<file path="src/rtl/bcd_countdown_timer.sv">
// MM:SS BCD countdown timer with load/start/pause control and a one-cycle done
// pulse when the count reaches 00:00. All outputs come from registered state.
module bcd_countdown_timer (
  input  logic       clk,
  input  logic       rst,
  input  logic       tick,
  input  logic       load,
  input  logic [7:0] load_min,
  input  logic [7:0] load_sec,
  input  logic       start,
  input  logic       pause,
  output logic [7:0] min,
  output logic [7:0] sec,
  output logic       running,
  output logic       expired,
  output logic       done
);

  typedef enum logic [1:0] {
    IDLE    = 2'd0,
    RUN     = 2'd1,
    PAUSED  = 2'd2,
    EXPIRED = 2'd3
  } state_t;

  state_t      state_q, state_d;
  logic [15:0] cnt_q, cnt_d;
  logic [15:0] cnt_dec;
  logic        done_q, done_d;

  // Clamp one BCD byte: tens to at most 5, ones to at most 9.
  function automatic logic [7:0] clamp_bcd(input logic [7:0] v);
    logic [3:0] tens, ones;
    tens = (v[7:4] > 4'd5) ? 4'd5 : v[7:4];
    ones = (v[3:0] > 4'd9) ? 4'd9 : v[3:0];
    return {tens, ones};
  endfunction

  // One-second BCD decrement; never called on 00:00, so min tens cannot underflow.
  function automatic logic [15:0] dec_bcd(input logic [15:0] v);
    logic [3:0] mt, mo, st, so;
    logic       borrow;
    {mt, mo, st, so} = v;
    borrow = (so == 4'd0);
    so     = borrow ? 4'd9 : so - 4'd1;
    if (borrow) begin
      borrow = (st == 4'd0);
      st     = borrow ? 4'd5 : st - 4'd1;
      if (borrow) begin
        borrow = (mo == 4'd0);
        mo     = borrow ? 4'd9 : mo - 4'd1;
        if (borrow) mt = mt - 4'd1;
      end
    end
    return {mt, mo, st, so};
  endfunction

  assign cnt_dec = dec_bcd(cnt_q);

  always_comb begin
    // NOTE: every signal gets a default before any branch so no latch is inferred.
    state_d = state_q;
    cnt_d   = cnt_q;
    done_d  = 1'b0;
    if (load) begin
      cnt_d   = {clamp_bcd(load_min), clamp_bcd(load_sec)};
      state_d = IDLE;
    end else begin
      unique case (state_q)
        IDLE, PAUSED: begin
          if (start) begin
            if (cnt_q == 16'h0000) begin
              state_d = EXPIRED;
              done_d  = 1'b1;
            end else begin
              state_d = RUN;
            end
          end
        end
        RUN: begin
          if (pause) begin
            state_d = PAUSED;
          end else if (tick) begin
            cnt_d = cnt_dec;
            if (cnt_dec == 16'h0000) begin
              state_d = EXPIRED;
              done_d  = 1'b1;
            end
          end
        end
        EXPIRED: ;
        default: state_d = IDLE;
      endcase
    end
  end

  always_ff @(posedge clk) begin
    // NOTE: sequential state uses non-blocking assignments so all registers update together.
    if (rst) begin
      state_q <= IDLE;
      cnt_q   <= 16'h0000;
      done_q  <= 1'b0;
    end else begin
      state_q <= state_d;
      cnt_q   <= cnt_d;
      done_q  <= done_d;
    end
  end

  assign min     = cnt_q[15:8];
  assign sec     = cnt_q[7:0];
  assign running = (state_q == RUN);
  assign expired = (state_q == EXPIRED);
  assign done    = done_q;

endmodule

</file>
<file path="config.mk">
export PLATFORM = sky130hd
export DESIGN_NAME = bcd_countdown_timer
export DESIGN_NICKNAME = d
export VERILOG_FILES = /design/src/rtl/bcd_countdown_timer.sv
export SDC_FILE = /design/constraint.sdc
export NUM_CORES = 1
export LEC_CHECK = 0
export CAP_MARGIN = 30
export CORE_ASPECT_RATIO = 0.6
export CORE_MARGIN = 4
export CORE_UTILIZATION = 48
export DETAILED_ROUTE_END_ITERATION = 8
export GPL_TIMING_DRIVEN = 0
export PLACE_DENSITY_LB_ADDON = 0.2
export SLEW_MARGIN = 0
export SYNTH_ARGS = -nofsm -noshare
export SYNTH_HDL_FRONTEND = slang
export SYNTH_SLANG_ARGS = --single-unit
export TNS_END_PERCENT = 20
</file>
<file path="constraint.sdc">
create_clock -name clk -period 6.3 [get_ports clk]
set_input_delay 1.26 -clock clk [delete_from_list [all_inputs] [get_ports clk]]
set_output_delay 1.26 -clock clk [all_outputs]
set_load 0.05 [all_outputs]
</file>
======== After elaboration in Yosys (flattened, before gate mapping) ========
Cells that the tools add are included.
word-level totals
  output and inout port bits .............. 19
  register bits after elaboration ......... 19
  bits of input ports ..................... 22
cells by class
  equal/unequal tests ..................... 7
  reductions and logical operators ........ 13
  add/subtract/negate cells ............... 4
  magnitude comparators ................... 4
  mux-type cells .......................... 29
operators with widths
  cell                 count
  $mux 16              4
  $mux 4               13
  $logic_not 16->1     2
  $sub 4x1->4 const B  4
  $logic_not 4->1      3
  $mux 2               5
  $gt 4x3->1 const B   2
  $gt 4x4->1 const B   2
  $reduce_bool 2->1    3
  $mux 1               5
  $eq 2x2->1 const B   2
  $ne 2x2->1 const B   2
  $pmux 2 s2           1
  $reduce_and 4->1     1
  $reduce_or 2->1      2
  $ne 3x2->1 const B   1
  $ne 3x3->1 const B   1
  $reduce_and 3->1     1
  $eq 2x1->1 const B   1
  $logic_not 2->1      1
  $pmux 1 s2           1

======== Logic depth before layout (Yosys ltp) ========
  depth after elaboration ................. 9
  depth in mapped cells ................... 7
  depth with buffers taken out ............ 7

======== Worst setup path after synthesis ========
OpenSTA, ideal clock, no wires.
  path kind ............................... in2reg
  from .................................... input pause
  to ...................................... register cnt_q[9]
  buffers on the path ..................... 2
  required time ........................... 6,174 ps
  cell stages on the path ................. 7
  arrival time ............................ 2,719 ps
  path slack .............................. 3,455 ps
  path through ............................ nand4bb_1 -> buf_2 -> or4b_1 -> buf_4 -> nor4_4 -> mux2i_1 -> o32ai_1
on the way
  cells in the longest elaborated chain, start to end .. 2
ends and longest elaborated chain
  item                               line  RTL
  start, declared                    11    input logic pause,
  $ne 2x2->1 (no source line)        n/a
  $reduce_and 3->1 (no source line)  n/a
  end signal, assigned               105   cnt_q <= cnt_d;
  end, declared                      27    logic [15:0] cnt_q, cnt_d;
Every way passes these cells.
A chain may end at the register's enable or synchronous reset.

======== Final worst setup path ========
  from .................................... input pause
  to ...................................... register cnt_q[8]
Same word-level chain as after synthesis.

==> impl_metrics.csv <==
group,metric,value,unit
synth,synth_cells,142,
die,num_rows,13,
worst_setup_path,critical_path.top_delay_family,"simple AND/OR/NAND/NOR gates",
route,wl_per_cell,14.4,um
synth,synth-edff-count,0,
synth,yosysUniqueCellTypes,44,
synth,synth_area_leaders,"dfxtp_1 33%, nor2_1 6.5%, nor3_1 3.9%",
route,drc,0,
sta,fin_hold_ws,0.488,ns
layout,antenna_cells,0,
layout,layout.nets,211,
worst_setup_path,reg2reg_depth,6,
sta,fmax,0.318,GHz
clock_network,ctsHoldBuffers,0,
clock_network,postCtsSetupBuffers,0,
layout,regArea,380,sq um
job,drv_cap,0,
sta,maxSlewHeadroom,57.8,%
power_and_ir_drop,power_density,187,nW/um^2
worst_setup_path,worst_path_max_delay_cell,"or4b_1",
power_and_ir_drop,finalPower,306,uW
global_routing,grt_max_degree,12,
die,start_util,51.8,%
layout,post-route-util,73.6,%
worst_setup_path,path_buf_inv,3,
synth,yosysWarnings,0,
global_routing,gr-usage-met2,32.7,%
route,vias,1227,
sta,period_minus_slack,3.14,ns
place,gp_congestion,0.845,
global_routing,antenna_found_initial,0,
worst_setup_path,crit_path_max_incr_delay,0.46,ns
layout,area_growth,41.9,%
worst_setup_path,cp.required,6.41,ns
route,drtIter0Drc,87,
layout,layout_commonest_cell,"clkdlybuf4s50_1",
sta,tightest_slew,0.627,ns
sta,fin_crit_sh,49.9,%
sta,setup-tns-final,0,ns
clock_network,cts_resized,0,
die,die_y,46.0,um
synth,synth_nets,166,
synth,yosysTopAreaCellShare,32.9,%
sta,final_hold_viol_count,0,
power_and_ir_drop,power_leakage,0.609,nW
layout,multi_input_area,712,sq um
layout,fill_cells,159,
worst_setup_path,crit_path_end_kind,"flip-flop",
synth,synth_top_flop_cell,"dfxtp_1",
place,place_area,1590,sq um
hold_path,min_path_cells,1,
clock_network,cts_buffer_depth,2,
hold_path,hp-class,"reg -> reg",
sta,rsz0062_at_grt,"false",
global_routing,grt.busiest_layer,"met2",
route,routed_via_density,5.68,
clock_network,root_buffer,"clkbuf_8",
synth,async_reset_ff_share,0,%
place,hpwl,2.45,mm
worst_setup_path,cp.arrival,3.25,ns
clock_network,cts_made_buffers,3,
worst_setup_path,path_max_fanout,9,
synth,synth_seq_area_share,32.9,%
global_routing,track_usage,19.9,%
worst_setup_path,crit_type,"in -> reg",
sta,finalClockSkew,0.00546,ns
route,firstDrtPassIters,4,
sta,finalMaxSlewViolations,0,
synth,netlist_area,1150,sq um
outcome,status,"finished, final reports clean",
die,core,2230,sq um
die,pin_count,41,
synth,synth.ff_latch_count,19,
power_and_ir_drop,ir_drop,0.114,mV
layout,drive_above_1_share,5.91,%
clock_network,cts_sinks,19,
layout,layout_common_cells,"40 x clkdlybuf4s50_1, 20 x nor2_1, 19 x dfxtp_1, 9 x inv_1, 9 x nor3_1",
worst_setup_path,crit_path_cell_trace,"clkdlybuf4s50_1, nand4bb_1, buf_2, or4b_1, buf_4, o31a_1, nor3_1, a311oi_2",
global_routing,grtUsageMet3,6.39,%
route,drtAntennaViolNets,0,
synth,syn_avg_cell_area,8.13,sq um
global_routing,met1_usage,25.3,%
worst_setup_path,cp_num_cells,8,
clock_network,clock_latency,0.26,ns
clock_network,path_clk_slew,0.07,ns
clock_network,cts_tree,"done",
place,io_buffers,40,
clock_network,cts_max_level,1,
sta,setup_violations,0,
global_routing,grt-ovfl-total,0,
route,drt_wl_total,3.11,mm
global_routing,grt_pass1_wl,5.00,mm
die,die_w,71.3,um
global_routing,grt_pass1_vias,1137,
layout,final_area,1640,sq um
worst_setup_path,startpoint_type,"input port",
die,dieArea,3280,sq um
synth,synth_top_area_cell,"dfxtp_1",
==> cells in the mapped netlist, drive strengths merged, types with 4 or more instances <==
library cell  instances
a211oi                4
buf                   4
nor2b                 5
xnor2                 4
nor3                  9
nand3b                4
xor2                  4
a21oi                 6
inv                   9
nor2                 20
dfxtp                19
nand2                 5
o21ai                 7
==> metal layers <==
metal / vias to the layer above / wire [um]
li1: 611 / -
met1: 556 / 1500
met2: 56 / 1310
met3: 4 / 278
met4: 0 / 27
met5: - / 0
==> area by class of cell <==
type / count / area share, %
buffer: 6 / 1.76
multi-input combinational: 108 / 43.4
clock buffer: 3 / 2.52
tap: 30 / 2.29
inverter: 9 / 2.06
sequential: 19 / 23.2
timing repair buffer: 40 / 24.4
clock inverter: 1 / 0.305
==> per-stage QoR <==
step / worst slack [ns] / std cells
global placement: 2.88 / 212
detailed placement: 2.88 / 212
finish: 3.16 / 216
global route: 3.06 / 216
CTS: 3.15 / 216
floorplan: 3.45 / 142
==> cell families after synthesis <==
family                   synth area share (%)
adder cells (fa/ha/maj)                  2.17
multiplexers                             2.60
XOR/XNOR                                 6.07
flip-flops                               32.9
AO/OA/AOI/OAI                            20.8
buffers and inverters                    5.42
AND/OR/NAND/NOR                          30.0
==> sequential cells by signal (all words and copies together), names as in the netlist <==
name	flops
state_q	2
cnt_q	16
done	1
==> final timing paths <==
path / start / end / slack, ns
max: pause / cnt_q[8] / 3.16
min: cnt_q[7] / cnt_q[7] / 0.49
max reg2reg: cnt_q[2] / cnt_q[8] / 4.16
min reg2reg: cnt_q[7] / cnt_q[7] / 0.49
==> power by group <==
group / switching [mW] / total, mW / leakage [nW] / internal, mW
registers: 0.00859 / 0.135 / 0.156 / 0.126
clock network: 0.0401 / 0.0841 / 0.0255 / 0.0439
logic: 0.0500 / 0.0873 / 0.427 / 0.0373
total: 0.0987 / 0.306 / 0.609 / 0.208
==> worst register-to-register path: stages, from the launching register on <==
cell	delay [ns]
dfxtp_1	0.37
nor3_1	0.43
or4b_1	0.47
buf_4	0.19
o31a_1	0.27
nor3_1	0.19
a311oi_2	0.07
Power figures use the tool's default switching activity.
==> variant, RTL diff (same flow settings) <==
The output `done` loses its register stage (`done_q` becomes a continuous assignment).
--- a/src/rtl/bcd_countdown_timer.sv
+++ b/src/rtl/bcd_countdown_timer.sv
@@ -99,13 +99,13 @@
     if (rst) begin
       state_q <= IDLE;
       cnt_q   <= 16'h0000;
-      done_q  <= 1'b0;
     end else begin
       state_q <= state_d;
       cnt_q   <= cnt_d;
-      done_q  <= done_d;
     end
   end
+
+  assign done_q = done_d;
 
   assign min     = cnt_q[15:8];
   assign sec     = cnt_q[7:0];
Function: changed (Yosys sat finds a counterexample within 4 cycles, from zero or initial values and one cycle with rst high).
==> variant against the original RTL <==
Sequential cell count decreased by 1. Sequential power decreased by 4%. Die area decreased by 2.6%. Clock power increased by 16%. Wire length increased by 2.1%. Count of clock-buffer cells in the layout increased by 1. Critical path type is now in -> out. Combinational power about the same. Register-to-register slack improved by 510 ps. Area after synthesis decreased by 3.0%. Power increased by 2.4%. Design area decreased by 2.2%. Sequential share of layout area decreased by 0.72 points. Setup slack got worse by 1400 ps.
==> variant: results <==
group,metric,value,unit
worst_setup_path,crit_slowest_cell,"clkdlybuf4s50_1",
power_and_ir_drop,p_leak,0.589,nW
global_route,grt_max_degree,11,
synthesis,syn_nets,160,
synthesis,avgSynthCellArea,8.23,sq um
worst_setup_path,rr_endpoint,"cnt_q[15]",
global_route,grt_use_total,0.211,
global_route,grt_util_met2,0.322,
placement,dpl_cell_area,0.00155,sq mm
placement,place_congestion,0.832,
worst_setup_path,r2r_start,"cnt_q[4]",
power_and_ir_drop,vdd_drop_max,0.000118,V
worst_setup_path,slowest_delay,800,ps
global_route,grt.met3_usage,0.0595,
cells_and_area,drive_above_1_share,0.101,
worst_setup_path,endpoint,"done",
global_route,grtUsageMet1,0.289,
route,wl,3180,um
status,status,"finished clean",
worst_hold_path,holdPathStages,2,
cells_and_area,final_nets,204,
route,drt_iter0_drc,101,
synthesis,yosysUniqueCellTypes,46,
placement,dp_hpwl,2440,um
sta,whs,511,ps
global_route,grt_pass1_wl,5230,um
route,via_per_inst,5.79,
-- variant: cells by family (layout without fill, tap and decap cells) --
logic type	count (synthesis)	in the layout	synth area share
AOI/OAI and AO/OA	35	35	0.219
DFF	18	18	0.322
xor gates and xnor gates	2	2	0.0156
muxes	3	3	0.0268
adders and majority gates	2	2	0.0223
and+or+nand+nor	63	63	0.330
buffers and inverters	13	56	0.0648
-- variant: per-layer routing --
layer / share of wire / up-vias
met5: 0 / -
met4: 0.013 / 0
met3: 0.10 / 6
met2: 0.43 / 56
met1: 0.46 / 545
li1: - / 603
-- variant: report_power, final --
group,switching [mW],internal (mW)
Combinational,0.0500,0.0373
Sequential,0.00885,0.120
Clock,0.0419,0.0557
-- variant: cell type report --
| type | instances | area share |
|---|---|---|
| Buffer | 7 | 0.0312 |
| Clock buffer | 4 | 0.0343 |
| Inverter | 6 | 0.0141 |
| Multi-Input combinational cell | 105 | 0.429 |
| Sequential cell | 18 | 0.225 |
| Tap cell | 30 | 0.0234 |
| Timing Repair Buffer | 39 | 0.244 |
